File: src/rtl/ext_pkg.sv
// ext_pkg: shared op encodings, op type and buffer entry layout for the
// pipelined immediate/load extender.
package ext_pkg;

  localparam int unsigned EXT_DATA_W = 32;
  localparam int unsigned EXT_TAG_W  = 5;

  typedef logic [2:0] ext_op_t;

  localparam ext_op_t EXT_SIGN     = 3'd0;
  localparam ext_op_t EXT_ZERO     = 3'd1;
  localparam ext_op_t EXT_LUI      = 3'd2;
  localparam ext_op_t EXT_SIGN_SHL = 3'd3;
  localparam ext_op_t EXT_LB       = 3'd4;
  localparam ext_op_t EXT_LBU      = 3'd5;
  localparam ext_op_t EXT_LH       = 3'd6;
  localparam ext_op_t EXT_LHU      = 3'd7;

  // Buffer entry at the default widths; ext_pipe declares the same layout
  // sized by its own parameters.
  typedef struct packed {
    logic                  valid;
    logic [EXT_DATA_W-1:0] data;
    logic [EXT_TAG_W-1:0]  tag;
    logic                  err;
  } ext_entry_t;

endpackage

File: src/rtl/ext_core.sv
// ext_core: combinational op -> result/err compute.
// Load ops (LB/LBU/LH/LHU) exist only when EXT_LOAD_MODES_EN is defined;
// otherwise they return data=0, err=1.
module ext_core
  import ext_pkg::*;
#(
  parameter int unsigned DATA_W = 32,
  parameter int unsigned IMM_W  = 16,
  parameter int unsigned SHIFT  = 2,
  parameter int unsigned OFF_W  = $clog2(DATA_W/8)
) (
  input  ext_op_t           op,
  input  logic [IMM_W-1:0]  imm,
  input  logic [DATA_W-1:0] word,
  input  logic [OFF_W-1:0]  off,
  output logic [DATA_W-1:0] data,
  output logic              err
);

  logic [DATA_W-1:0] sx;
  logic [DATA_W-1:0] zx;
  logic [DATA_W-1:0] lui;

`ifdef EXT_LOAD_MODES_EN
  logic [OFF_W+2:0]  bpos;
  logic [OFF_W+2:0]  hpos;
  logic [7:0]        lb;
  logic [15:0]       lh;
  logic [DATA_W-1:0] bsx;
  logic [DATA_W-1:0] bzx;
  logic [DATA_W-1:0] hsx;
  logic [DATA_W-1:0] hzx;

  // Byte/half select: half position is the byte position with off[0] dropped.
  always_comb begin
    bpos      = {off, 3'b000};
    hpos      = bpos;
    hpos[3:0] = '0;
    lb        = word[bpos +: 8];
    lh        = word[hpos +: 16];
    bsx       = lb[7] ? '1 : '0;
    bsx[7:0]  = lb;
    bzx       = '0;
    bzx[7:0]  = lb;
    hsx       = lh[15] ? '1 : '0;
    hsx[15:0] = lh;
    hzx       = '0;
    hzx[15:0] = lh;
  end
`else
  logic unused_load;
  assign unused_load = ^{word, off};
`endif

  // Immediate forms built at full DATA_W width, then the op mux.
  always_comb begin
    sx                        = imm[IMM_W-1] ? '1 : '0;
    sx[IMM_W-1:0]             = imm;
    zx                        = '0;
    zx[IMM_W-1:0]             = imm;
    lui                       = '0;
    lui[DATA_W-1 -: IMM_W]    = imm;
    data                      = '0;
    err                       = 1'b0;
    case (op)
      EXT_SIGN:     data = sx;
      EXT_ZERO:     data = zx;
      EXT_LUI:      data = lui;
      EXT_SIGN_SHL: data = sx << SHIFT;
`ifdef EXT_LOAD_MODES_EN
      EXT_LB:       data = bsx;
      EXT_LBU:      data = bzx;
      EXT_LH:       data = hsx;
      EXT_LHU:      data = hzx;
`endif
      default:      err  = 1'b1;
    endcase
  end

endmodule

File: src/rtl/ext_pipe.sv
// ext_pipe: pipelined immediate/load extender with valid/ready handshake and
// a 2-entry skid buffer (main M drives outputs, skid S absorbs a stall).
// Optional load modes: define EXT_LOAD_MODES_EN.
module ext_pipe
  import ext_pkg::*;
#(
  parameter int unsigned DATA_W = 32,
  parameter int unsigned IMM_W  = 16,
  parameter int unsigned SHIFT  = 2,
  parameter int unsigned TAG_W  = 5
) (
  input  logic                         clk,
  input  logic                         reset,
  input  logic                         flush,
  input  logic                         in_valid,
  output logic                         in_ready,
  input  logic [2:0]                   in_op,
  input  logic [IMM_W-1:0]             in_imm,
  input  logic [DATA_W-1:0]            in_word,
  input  logic [$clog2(DATA_W/8)-1:0]  in_off,
  input  logic [TAG_W-1:0]             in_tag,
  output logic                         out_valid,
  input  logic                         out_ready,
  output logic [DATA_W-1:0]            out_data,
  output logic [TAG_W-1:0]             out_tag,
  output logic                         out_err
);

  localparam int unsigned OFF_W = $clog2(DATA_W/8);

  typedef struct packed {
    logic              valid;
    logic [DATA_W-1:0] data;
    logic [TAG_W-1:0]  tag;
    logic              err;
  } entry_t;

  entry_t            m;
  entry_t            s;
  entry_t            in_e;
  logic [DATA_W-1:0] core_data;
  logic              core_err;
  logic              accept;
  logic              m_free;

  ext_core #(
    .DATA_W (DATA_W),
    .IMM_W  (IMM_W),
    .SHIFT  (SHIFT),
    .OFF_W  (OFF_W)
  ) u_core (
    .op   (ext_op_t'(in_op)),
    .imm  (in_imm),
    .word (in_word),
    .off  (in_off),
    .data (core_data),
    .err  (core_err)
  );

  // Handshake decode; in_ready depends only on registered S.valid and reset.
  always_comb begin
    in_ready   = !s.valid && !reset;
    accept     = in_valid && in_ready;
    m_free     = !m.valid || out_ready;
    in_e.valid = 1'b1;
    in_e.data  = core_data;
    in_e.tag   = in_tag;
    in_e.err   = core_err;
  end

  // M/S buffer: S refills M first; a new beat goes to M when it frees up,
  // else to S. Flush drops only valid bits; reset also zeroes the payload.
  always_ff @(posedge clk) begin
    if (reset) begin
      m <= '0;
      s <= '0;
    end else if (flush) begin
      m.valid <= 1'b0;
      s.valid <= 1'b0;
    end else if (m_free) begin
      if (s.valid) begin
        m       <= s;
        s.valid <= 1'b0;
      end else if (accept) begin
        m <= in_e;
      end else begin
        m.valid <= 1'b0;
      end
    end else if (accept) begin
      s <= in_e;
    end
  end

  // Outputs come straight from M so they hold while stalled.
  always_comb begin
    out_valid = m.valid;
    out_data  = m.data;
    out_tag   = m.tag;
    out_err   = m.err;
  end

endmodule

File: config.mk
export PLATFORM = sky130hd
export DESIGN_NAME = ext_pipe
export DESIGN_NICKNAME = d
export VERILOG_FILES = /design/src/rtl/ext_pkg.sv /design/src/rtl/ext_core.sv /design/src/rtl/ext_pipe.sv
export SDC_FILE = /design/constraint.sdc
export NUM_CORES = 1
export LEC_CHECK = 0
export CAP_MARGIN = 20
export CORE_ASPECT_RATIO = 1.75
export CORE_MARGIN = 5
export CORE_UTILIZATION = 48
export CTS_CLUSTER_SIZE = 16
export DETAILED_ROUTE_END_ITERATION = 8
export GPL_TIMING_DRIVEN = 0
export HOLD_SLACK_MARGIN = 0.06
export PLACE_DENSITY_LB_ADDON = 0.3
export SLEW_MARGIN = 25
export SYNTH_ARGS = -nofsm -noshare
export SYNTH_HDL_FRONTEND = slang
export SYNTH_SLANG_ARGS = --single-unit
File: constraint.sdc
create_clock -name clk -period 1.85 [get_ports clk]
set_input_delay 0.37 -clock clk [delete_from_list [all_inputs] [get_ports clk]]
set_output_delay 0.37 -clock clk [all_outputs]
set_load 0.02 [all_outputs]
==> summary.md, run 1 <==
| Metric | Value |
|---|---|
| Worst skew pair latency | `~340 ps` |
| Cts bufs inserted | `9` |
| Crit path depth | `6` |
| Synthesized flop and latch total | `78` |
| Leak | `1.75 nW` |
| Core Box Area | `between 0.007 and 0.008 mm^2` |
| Largest family of logic cells by synthesized area | `simple AND/OR/NAND/NOR gates` |
| Pin count of the biggest net entering global routing | `13` |
| Synth Flop Type | `dfxtp_1` |
| Number of global-route vias before repair | `~3700` |
| Via-per-instance ratio | `6.08` |
| RSZ-0062 raised after global routing | `yes` |
| Worst-path clk slew | `approximately 60 ps` |
| Post-layout worst setup margin | `between 10 and 15 ps` |
| Pwr/cell area | `between 800 and 900 mW/mm^2` |
| Mean Syn Cell Area | `slightly above 8 um^2` |
| Starting Density | `0.487` |
| Worst Path Buf+Inv | `2` |
| Hold_buf cts | `0` |
| Cell Rows | `42` |
| Number of synthesized flops with an enable pin | `0` |
| Crit path launch | `in_imm[15]` |
| Synth Instances | `449` |
| Routed WL per cell | `approximately 19 um` |
| Skew final | `slightly below 7 ps` |
| Synth warn | `0` |
| FMAX | `between 0.5 and 0.6 GHz` |
| WHS Path Cells | `2` |
| Routability Congestion | `0.931` |
| Post-synthesis async set-or-reset flop share | `0` |
| Placed Cells | `602` |
| Post-synthesis mux area share | `0.0250` |
| Total grt overflow | `0` |
| HP Class | `in -> reg` |
| Setup CP Type | `in -> reg` |
| Initial antenna violation count | `0` |
| Share of the cycle needed by the critical path after routing | `0.992` |
| First-pass GRT wire length | `18000 um` |
| Yosys top cell by area | `dfxtp_1` |
| Slew headroom | `0.457` |
| Hold Vio Cnt, Final | `0` |
| RR Endpoint | `out_data[28]$_SDFFE_PP0P_` |
| Register area share after synthesis | `0.427` |
| Mapped Area | `0.00366 mm^2` |
| Post-Route WL | `about 12000 um` |
| Top-count cell post-synth | `dfxtp_1` |
| Clock Sinks | `78` |
| Met3 WL post-DR | `roughly 790 um` |
| Filler instances | `roughly 650` |
| Share of the synthesized area in the top cell type | `0.427` |
| Hold_ws | `approximately 340 ps` |
| I/O pin count | `around 100` |
| Slew Limit Fails | `0` |
| I/O Buffers | `65` |
| Status | `finished, final reports clean` |
| Simple-Gate Fraction of Synth Area | `0.259` |
| ANT nets after route | `0` |
| Finish-stage setup viols | `0` |
| Post-synth top cells | `78 x dfxtp_1, 61 x nand2_1, 53 x a21oi_1` |
| Hold Startpoint | `flush` |
| Worst EP arrival | `~2100 ps` |
| Required @ worst endpoint | `between 2000 and 2500 ps` |
| Post-layout min period | `1840 ps` |
| Clock tree buffer depth | `2` |
| Root buf cell | `clkbuf_16` |
| Fin cells | `approximately 620` |
| # DRC | `0` |
| Initial DRC count | `301` |
| First drt pass iteration count | `5` |
| Area added between synthesis and finish | `34.2%` |
| Gr usage total | `0.236` |
| Reg-to-reg critical path startpoint | `s[38]$_SDFFE_PP0P_` |
| Worst r2r path cells | `6` |
| VDD IR-drop max | `between 0.5 and 0.6 mV` |
| Chip Height | `around 130 um` |
| Vias | `between 3000 and 4000` |
| Top Layer Used | `met4` |
| CTS tree | `done` |
| DRT met1 WL | `about 4000 um` |
| Worst Setup End Kind | `register` |
| Synth Area in XOR/XNOR | `0` |
| Adder-Cell Fraction of Synth Area | `0` |
| Reg2Reg Setup Slack | `140 ps` |
| Layout Nets | `between 500 and 600` |
| Netlist cell types | `31` |
| Number of H-tree levels | `3` |
| Crit-path cells | `clkdlybuf4s50_1 -> nand2b_1 -> nor4_4 -> buf_4 -> a2111oi_2 -> nor3_1` |
| Slew @ Worst Pin | `a little over 800 ps` |
| Area contributors post-synth | `dfxtp_1 43%, a21oi_1 7.3%, nand2_1 6.3%, a211oi_1 4.9%, nor2_1 4.3%` |
| Pre-CTS WS | `-524 ps` |
| Crit-path slowest cell | `clkdlybuf4s50_1` |
| Post-DP HPWL | `~8000 um` |
| Synth Area in Compound Gates | `0.232` |
| Synth Net Count | `roughly 510` |
| Number of diodes | `0` |
| WL met2 | `a little under 6000 um` |
| Die area | `approximately 0.0095 mm^2` |
| Maxcap violations | `0` |
| Die width | `76.0 um` |
| Crit-path leading delay family | `buffers and inverters` |
| CP Launch Type | `primary input` |
| Share of cells above drive strength 1 | `0.145` |
| CP peak stage delay | `between 500 and 600 ps` |
| Tot Pwr | `4.21 mW` |
| Worst setup path end | `out_data[28]$_SDFFE_PP0P_` |
| Critical path fanouts, max | `10` |
==> flip-flops by register name, indices dropped and copies added (netlist names) <==
name       flops
s             39
out_tag        5
out_data      32
out_err        1
out_valid      1
==> kinds of logic (layout without fill, tap and decap cells) <==
logic type             count (synthesis)  after routing
AO/OA/AOI/OAI                        124            124
buffers and inverters                 47            129
flip-flops                            78             78
multiplexers                           9              9
AND/OR/NAND/NOR                      191            191
==> how the worst min path moves through the flow <==
stage          slack (ps)                     end
6_report              340  out_valid$_SDFFE_PP0P_
5_1_grt               350  out_valid$_SDFFE_PP0P_
4_1_cts               370      s[38]$_SDFFE_PP0P_
3_5_place_dp          440      s[18]$_SDFFE_PP0P_
3_3_place_gp          440       s[8]$_SDFFE_PP0P_
2_1_floorplan         430      s[10]$_SDFFE_PP0P_
==> layer usage <==
metal  track usage  vias to the layer above
li1              -                     1745
met1         0.243                     1756
met2         0.403                      187
met3        0.0647                       73
met4         0.168                        0
met5             0                        -
==> worst reg2reg max path, delay by kind of cell, from the launching register on <==
kind                   cells  cell delay (ps)
DFF                        1              380
and+or+nand+nor            2              620
AOI/OAI and AO/OA          2              240
buffers and inverters      2              370
==> placed cells by master, fill, tap and decap left out, drive strengths merged, types with 2 or more instances in the layout <==
| cell | instances |
|---|---|
| clkinv | 2 |
| inv | 3 |
| nand3 | 4 |
| bufinv | 2 |
| a31oi | 2 |
| nor3 | 28 |
| nor2 | 42 |
| buf | 20 |
| nand2 | 61 |
| o21ai | 15 |
| nand3b | 15 |
| a32o | 13 |
| a2111oi | 15 |
| and2 | 14 |
| a211oi | 24 |
| dfxtp | 78 |
| nand2b | 18 |
| a21oi | 53 |
| nor2b | 3 |
| clkbuf | 38 |
| mux2i | 8 |
| and3 | 2 |
| clkdlybuf4s50 | 62 |
==> power breakdown <==
group | internal (mW) | switching, mW
Clock | 1.21 | 0.666
Sequential | 1.73 | 0.0254
Combinational | 0.247 | 0.330
==> layout make-up <==
| type | instances | area, um^2 | share of cell area |
|---|---|---|---|
| buffer | 43 | 238 | 0.0484 |
| tap | 88 | 110 | 0.0224 |
| clock inverter | 4 | 70.1 | 0.0143 |
| inverter | 3 | 11.3 | 0.00229 |
| timing repair buffer | 67 | 662 | 0.135 |
| multi-input combinational | 324 | 2010 | 0.409 |
| clock buffer | 12 | 246 | 0.0502 |
| sequential | 78 | 1570 | 0.319 |
==> metrics by stage <==
step                      TNS, ps  instance area [um^2]  utilization
after floorplan                 0                  3660            -
after global placement     -22320                  4420        0.588
after detailed placement   -23900                  4420        0.588
after CTS                   -21.8                  4780        0.637
after global routing         -267                  4910        0.653
final                           0                  4910        0.653
==> repair_timing <==
item	CTS	global route
pin swaps	0	2
setup buffers	0	2
endpoints found under the hold margin	0	0
endpoints found under the setup margin	32	44
gates resized for setup	27	50
Power figures use the tool's default switching activity.
==> run 2, diff against run 1 <==
--- a/config.mk
+++ b/config.mk
@@ -8,9 +8,10 @@
 export CAP_MARGIN = 20
 export CORE_ASPECT_RATIO = 1.75
 export CORE_MARGIN = 5
-export CORE_UTILIZATION = 48
+export CORE_UTILIZATION = 55
 export CTS_CLUSTER_SIZE = 16
 export DETAILED_ROUTE_END_ITERATION = 8
+export DONT_BUFFER_PORTS = 1
 export GPL_TIMING_DRIVEN = 0
 export HOLD_SLACK_MARGIN = 0.06
 export PLACE_DENSITY_LB_ADDON = 0.3
==> summary.md, run 2 (synthesis gave the netlist of run 1 again) <==
| Metric | Value |
|---|---|
| Number of global-route vias before repair | `3298 (was 3706)` |
| Starting Density | `0.564 (was 0.487)` |
| Clock Sinks | `78 (unchanged)` |
| First-pass GRT wire length | `16600 um (was 18000 um)` |
| Required @ worst endpoint | `1480 ps (was 2100 ps)` |
| Leak | `1.45 nW (was 1.75 nW)` |
| Share of the cycle needed by the critical path after routing | `0.952 (was 0.992)` |
| Post-layout min period | `1760 ps (was 1840 ps)` |
| Slew @ Worst Pin | `564 ps (was 814 ps)` |
| Postcts setup bufs | `0 (unchanged)` |
| Share of cells above drive strength 1 | `0.108 (was 0.145)` |
| I/O pin count | `103 (unchanged)` |
| Slew Limit Fails | `0 (unchanged)` |
| Chip Height | `118 um (was 125 um)` |
| Number of diodes | `0 (unchanged)` |
| FMAX | `0.568 GHz (was 0.545 GHz)` |
| CTS tree | `done (unchanged)` |
| Area added between synthesis and finish | `12.2% (was 34.2%)` |
| Worst EP arrival | `1390 ps (was 2090 ps)` |
| Worst Setup End Kind | `primary output (was register)` |
| Setup CP Type | `reg -> out (was in -> reg)` |
| Maxcap violations | `0 (unchanged)` |
| CP Launch Type | `register (was primary input)` |
| Initial DRC count | `248 (was 301)` |
| Worst skew pair latency | `350 ps (was 340 ps)` |
| Switch share | `0.234 (was 0.243)` |
| Slew headroom | `0.621 (was 0.457)` |
| VDD IR-drop max | `0.679 mV (was 0.518 mV)` |
| Skew final | `4.92 ps (was 6.76 ps)` |
| Status | `finished, final reports clean (unchanged)` |
| Gate power share | `0.078 (was 0.137)` |
| Top reg by flops | `s (unchanged)` |
| Critical path fanouts, max | `10 (unchanged)` |
| Gr usage total | `0.256 (was 0.236)` |
| Fin cells | `545 (was 619)` |
| Number of H-tree levels | `3 (unchanged)` |
| Post-Route WL | `10400 um (was 11500 um)` |
| Pin count of the biggest net entering global routing | `13 (unchanged)` |
| Clock share of power | `0.480 (was 0.447)` |
| Post-DP HPWL | `7810 um (was 8190 um)` |
| Placed Cells | `531 (was 602)` |
| I/O Buffers | `0 (was 65)` |
| Most common cell after layout, fill and taps aside | `dfxtp_1 (unchanged)` |
| Pint | `3.14 mW (was 3.19 mW)` |
| Tot Pwr | `4.10 mW (was 4.21 mW)` |
| Die width | `71.6 um (was 76.0 um)` |
| Commonest non-fill, non-tap cells in the layout | `77 x dfxtp_1, 61 x nand2_1, 53 x a21oi_1, 41 x nor2_1, 28 x nor3_1 (was 77 x dfxtp_1, 62 x clkdlybuf4s50_1, 61 x nand2_1, 53 x a21oi_1, 41 x nor2_1)` |
| RSZ-0062 raised after global routing | `yes (unchanged)` |
| Pwr/cell area | `999 mW/mm^2 (was 857 mW/mm^2)` |
| Total grt overflow | `0 (unchanged)` |
| Core Box Area | `0.00649 mm^2 (was 0.00751 mm^2)` |
| ANT nets after route | `0 (unchanged)` |
| HP Class | `in -> reg (unchanged)` |
| Cell Rows | `39 (was 42)` |
| Die area | `0.00844 mm^2 (was 0.00953 mm^2)` |
| Vias | `3283 (was 3761)` |
| # DRC | `0 (unchanged)` |
| Worst-path clk slew | `50 ps (was 60 ps)` |
| Cts bufs inserted | `9 (unchanged)` |
| Layout Nets | `523 (was 589)` |
| Max reg flops | `39 (unchanged)` |
| Seq pwr share | `0.442 (was 0.416)` |
| Routability Congestion | `0.993 (was 0.931)` |
| Psw | `0.961 mW (was 1.02 mW)` |
| Routed WL per cell | `19.2 um (was 18.7 um)` |
| Clock tree buffer depth | `2 (unchanged)` |
| First drt pass iteration count | `4 (was 5)` |
| Final TNS setup | `0 ps (unchanged)` |
| Hold Vio Cnt, Final | `0 (unchanged)` |
| Via-per-instance ratio | `6.02 (was 6.08)` |
| Finish-stage setup viols | `0 (unchanged)` |
| Filler instances | `566 (was 647)` |
| Root buf cell | `clkbuf_16 (unchanged)` |
| Initial antenna violation count | `0 (unchanged)` |
run 2: cell types whose count changed in the layout (fill, tap and decap cells not counted), moves of 6 or more:
cell             delta
clkdlybuf4s50_1    -62
clkbuf_1            +7
buf_4               -6
a2111oi_2          -13
a2111oi_0          +10
run 2: stage by stage:
step | setup WS (ps) | hold WS (ps) | instance area [um^2] | util
4_1_cts | 11.3 | 92.0 | 4090 | 0.630
6_report | 88.6 | 95.0 | 4100 | 0.632
2_1_floorplan | 283 | 432 | 3660 | -
5_1_grt | -8.60 | 104 | 4100 | 0.632
3_5_place_dp | -37.7 | 442 | 3760 | 0.579
3_3_place_gp | -16.4 | 437 | 3760 | 0.579
run 2: layer usage:
layer | up-vias | GRT usage | wire (um)
met5 | - | 0 | 0
met4 | 0 | 0.173 | 580
met3 | 34 | 0.0846 | 725
met2 | 96 | 0.427 | 5310
met1 | 1536 | 0.262 | 3820
li1 | 1617 | - | -
run 2: worst max-delay path: stages (launching register included):
cell,delay (ps)
dfxtp_2,370
clkbuf_2,190
buf_4,220
nor2_2,260
run 2: what timing repair did:
item / 4_1_cts / 5_1_grt
cloned: 0 / 0
endpoints found under the setup margin: 1 / 25
pin swaps: 0 / 0
gates resized for setup: 3 / 11
hold buffers: 0 / 0
run 2: path summary, 6_finish.rpt:
check,cells past startpoint,start,slack [ps],to
max,3,s[38]$_SDFFE_PP0P_,90,in_ready
min,1,flush,100,out_valid$_SDFFE_PP0P_
max reg2reg,5,out_valid$_SDFFE_PP0P_,100,s[34]$_SDFFE_PP0P_
min reg2reg,2,s[21]$_SDFFE_PP0P_,450,s[21]$_SDFFE_PP0P_
run 2: cell type report:
type | count | area, um^2 | share of cell area
multi-input cells | 324 | 1900 | 0.462
flip-flops and latches | 78 | 1560 | 0.381
clock buffers | 9 | 225 | 0.0549
plain buffers | 44 | 204 | 0.0497
well taps | 82 | 103 | 0.0250
clock inverters | 5 | 100 | 0.0244
inverters | 3 | 11.3 | 0.00274
run 2: power by group through the flow:
| stage | Clock, mW | Combinational (mW) | Sequential [mW] |
|---|---|---|---|
| 2_1_floorplan | 0 | 0.241 | 1.84 |
| 4_1_cts | 1.98 | 0.316 | 1.81 |
| 5_1_grt | 2.05 | 0.360 | 1.82 |
| 6_report | 1.97 | 0.320 | 1.81 |
| 3_3_place_gp | 0 | 0.307 | 1.85 |
| 3_5_place_dp | 0 | 0.313 | 1.85 |
==> run 3, diff against run 2 <==
--- a/config.mk
+++ b/config.mk
@@ -12,7 +12,6 @@
 export CTS_CLUSTER_SIZE = 16
 export DETAILED_ROUTE_END_ITERATION = 8
 export DONT_BUFFER_PORTS = 1
-export GPL_TIMING_DRIVEN = 0
 export HOLD_SLACK_MARGIN = 0.06
 export PLACE_DENSITY_LB_ADDON = 0.3
 export SLEW_MARGIN = 25
==> summary.md, run 3 (synthesis gave the netlist of run 1 again) <==
| Metric | Value |
|---|---|
| Status | `finished, final reports clean (unchanged)` |
| # DRC | `0 (unchanged)` |
| Slew Limit Fails | `0 (unchanged)` |
| Clock Sinks | `78 (unchanged)` |
| Worst skew pair latency | `340 ps (was 350 ps)` |
| Pwr/cell area | `957 mW/mm^2 (was 999 mW/mm^2)` |
| Maxcap violations | `0 (unchanged)` |
| ANT nets after route | `0 (unchanged)` |
| Share of cells above drive strength 1 | `0.107 (was 0.108)` |
| Required @ worst endpoint | `2050 ps (was 1480 ps)` |
| Final TNS setup | `0 ps (unchanged)` |
| Share of the cycle needed by the critical path after routing | `0.925 (was 0.952)` |
| Initial DRC count | `311 (was 248)` |
| Crit-path cells | `o211ai_1 -> buf_4 -> a2111oi_0 -> nor3_1 (was clkbuf_2 -> buf_4 -> nor2_2)` |
| Number of global-route vias before repair | `3029 (was 3298)` |
| Finish-stage setup viols | `0 (unchanged)` |
| Post-layout min period | `1710 ps (was 1760 ps)` |
| Final Util | `0.620 (was 0.632)` |
| Pin count of the biggest net entering global routing | `82 (was 13)` |
| Critical path fanouts, max | `18 (was 10)` |
| First drt pass iteration count | `6 (was 4)` |
| Gr usage total | `0.228 (was 0.256)` |
| Crit-path leading delay family | `compound AO/OA/AOI/OAI gates (was buffers and inverters)` |
| CP peak stage delay | `510 ps (was 370 ps)` |
| Vias | `3206 (was 3283)` |
| Die area | `0.00844 mm^2 (unchanged)` |
| Most common cell after layout, fill and taps aside | `dfxtp_1 (unchanged)` |
| Area added between synthesis and finish | `9.99% (was 12.2%)` |
| First-pass GRT wire length | `15300 um (was 16600 um)` |
| Worst-path clk slew | `50 ps (about the same)` |
| RSZ-0062 raised after global routing | `no (was yes)` |
| FMAX | `0.584 GHz (was 0.568 GHz)` |
| Routability Congestion | `0.808 (was 0.993)` |
| Leak | `1.41 nW (was 1.45 nW)` |
| Routed WL per cell | `17.9 um (was 19.2 um)` |
| Slew headroom | `0.485 (was 0.621)` |
| Slew @ Worst Pin | `753 ps (was 564 ps)` |
| I/O Buffers | `0 (unchanged)` |
| Root buf cell | `clkbuf_16 (unchanged)` |
| Via-per-instance ratio | `6.17 (was 6.02)` |
| CP Launch Type | `register (unchanged)` |
| HP Class | `in -> reg (unchanged)` |
| VDD IR-drop max | `0.738 mV (was 0.679 mV)` |
| Core Box Area | `0.00649 mm^2 (unchanged)` |
| Clock tree buffer depth | `2 (unchanged)` |
| Cts bufs inserted | `9 (unchanged)` |
| CTS tree | `done (unchanged)` |
| Post-Route WL | `9300 um (was 10400 um)` |
| Skew final | `3.72 ps (was 4.92 ps)` |
| Die width | `71.6 um (unchanged)` |
| Hold_buf cts | `0 (unchanged)` |
| Initial antenna violation count | `0 (unchanged)` |
| Commonest non-fill, non-tap cells in the layout | `78 x dfxtp_1, 61 x nand2_1, 53 x a21oi_1, 42 x nor2_1, 28 x nor3_1 (was 77 x dfxtp_1, 61 x nand2_1, 53 x a21oi_1, 41 x nor2_1, 28 x nor3_1)` |
| Layout Nets | `496 (was 523)` |
| Crit-path slowest cell | `a2111oi_0 (was dfxtp_2)` |
| Hold Vio Cnt, Final | `0 (unchanged)` |
| Post-DP HPWL | `6140 um (was 7810 um)` |
| Chip Height | `118 um (unchanged)` |
| Worst Path Buf+Inv | `1 (was 2)` |
| Number of diodes | `0 (unchanged)` |
| Starting Density | `0.564 (unchanged)` |
| Cell Rows | `39 (unchanged)` |
| Max reg flops | `39 (unchanged)` |
| I/O pin count | `103 (unchanged)` |
| Total grt overflow | `0 (unchanged)` |
| Worst EP arrival | `1910 ps (was 1390 ps)` |
| Worst Setup End Kind | `register (was primary output)` |
| Top reg by flops | `s (unchanged)` |
| Number of H-tree levels | `3 (unchanged)` |
| Setup CP Type | `reg -> reg (was reg -> out)` |
==> run 3: cell types whose count changed in the layout (fill, tap and decap cells not counted), moves of 2 or more <==
cell       change
a2111oi_0      +4
clkbuf_8       +2
buf_2         -12
bufinv_16      -2
buf_4         +13
clkbuf_2       -4
a2111oi_1      -4
clkbuf_1      -23
buf_12         +2
==> run 3: final cells by class <==
type                    instances  area, um^2
inverters                       3        11.3
flip-flops and latches         78        1560
multi-input cells             324        1890
repair buffers                 17         156
well taps                      82         103
fillers                       578        2470
clock inverters                 4        45.0
clock buffers                  12         256
==> run 3: final timing paths <==
path,startpoint,to,slack [ps],cells after the start
max,s[38]$_SDFFE_PP0P_,out_data[30]$_SDFFE_PP0P_,140,4
min,flush,out_valid$_SDFFE_PP0P_,100,1
max reg2reg,s[38]$_SDFFE_PP0P_,out_data[30]$_SDFFE_PP0P_,140,4
min reg2reg,s[8]$_SDFFE_PP0P_,s[8]$_SDFFE_PP0P_,440,2
==> run 3: routing by layer <==
metal | up-vias | share of wire | GRT usage
met5 | - | 0 | 0
met2 | 110 | 0.50 | 0.363
met3 | 22 | 0.079 | 0.0786
met4 | 0 | 0.023 | 0.0918
met1 | 1514 | 0.40 | 0.275
li1 | 1560 | - | -
==> run 3: timing repair <==
item	CTS	global route
buffers inserted	0	0
setup endpoints to repair	0	1
gates resized for setup	0	2
==> run 3: power by group <==
group | internal (mW) | switching (mW)
sequential | 1.73 | 0.0839
clock | 1.11 | 0.663
combinational | 0.114 | 0.150
==> run 3: through the flow <==
step	hold WS (ps)	cell area, um^2	cells	power, mW	setup slack [ps]
2_1_floorplan	432	3660	449	2.08	283
3_3_place_gp	430	3720	504	2.10	45.9
3_5_place_dp	438	3720	504	2.11	65.0
4_1_cts	96.4	4020	520	3.88	124
5_1_grt	100	4020	520	3.99	53.6
6_report	104	4020	520	3.85	138
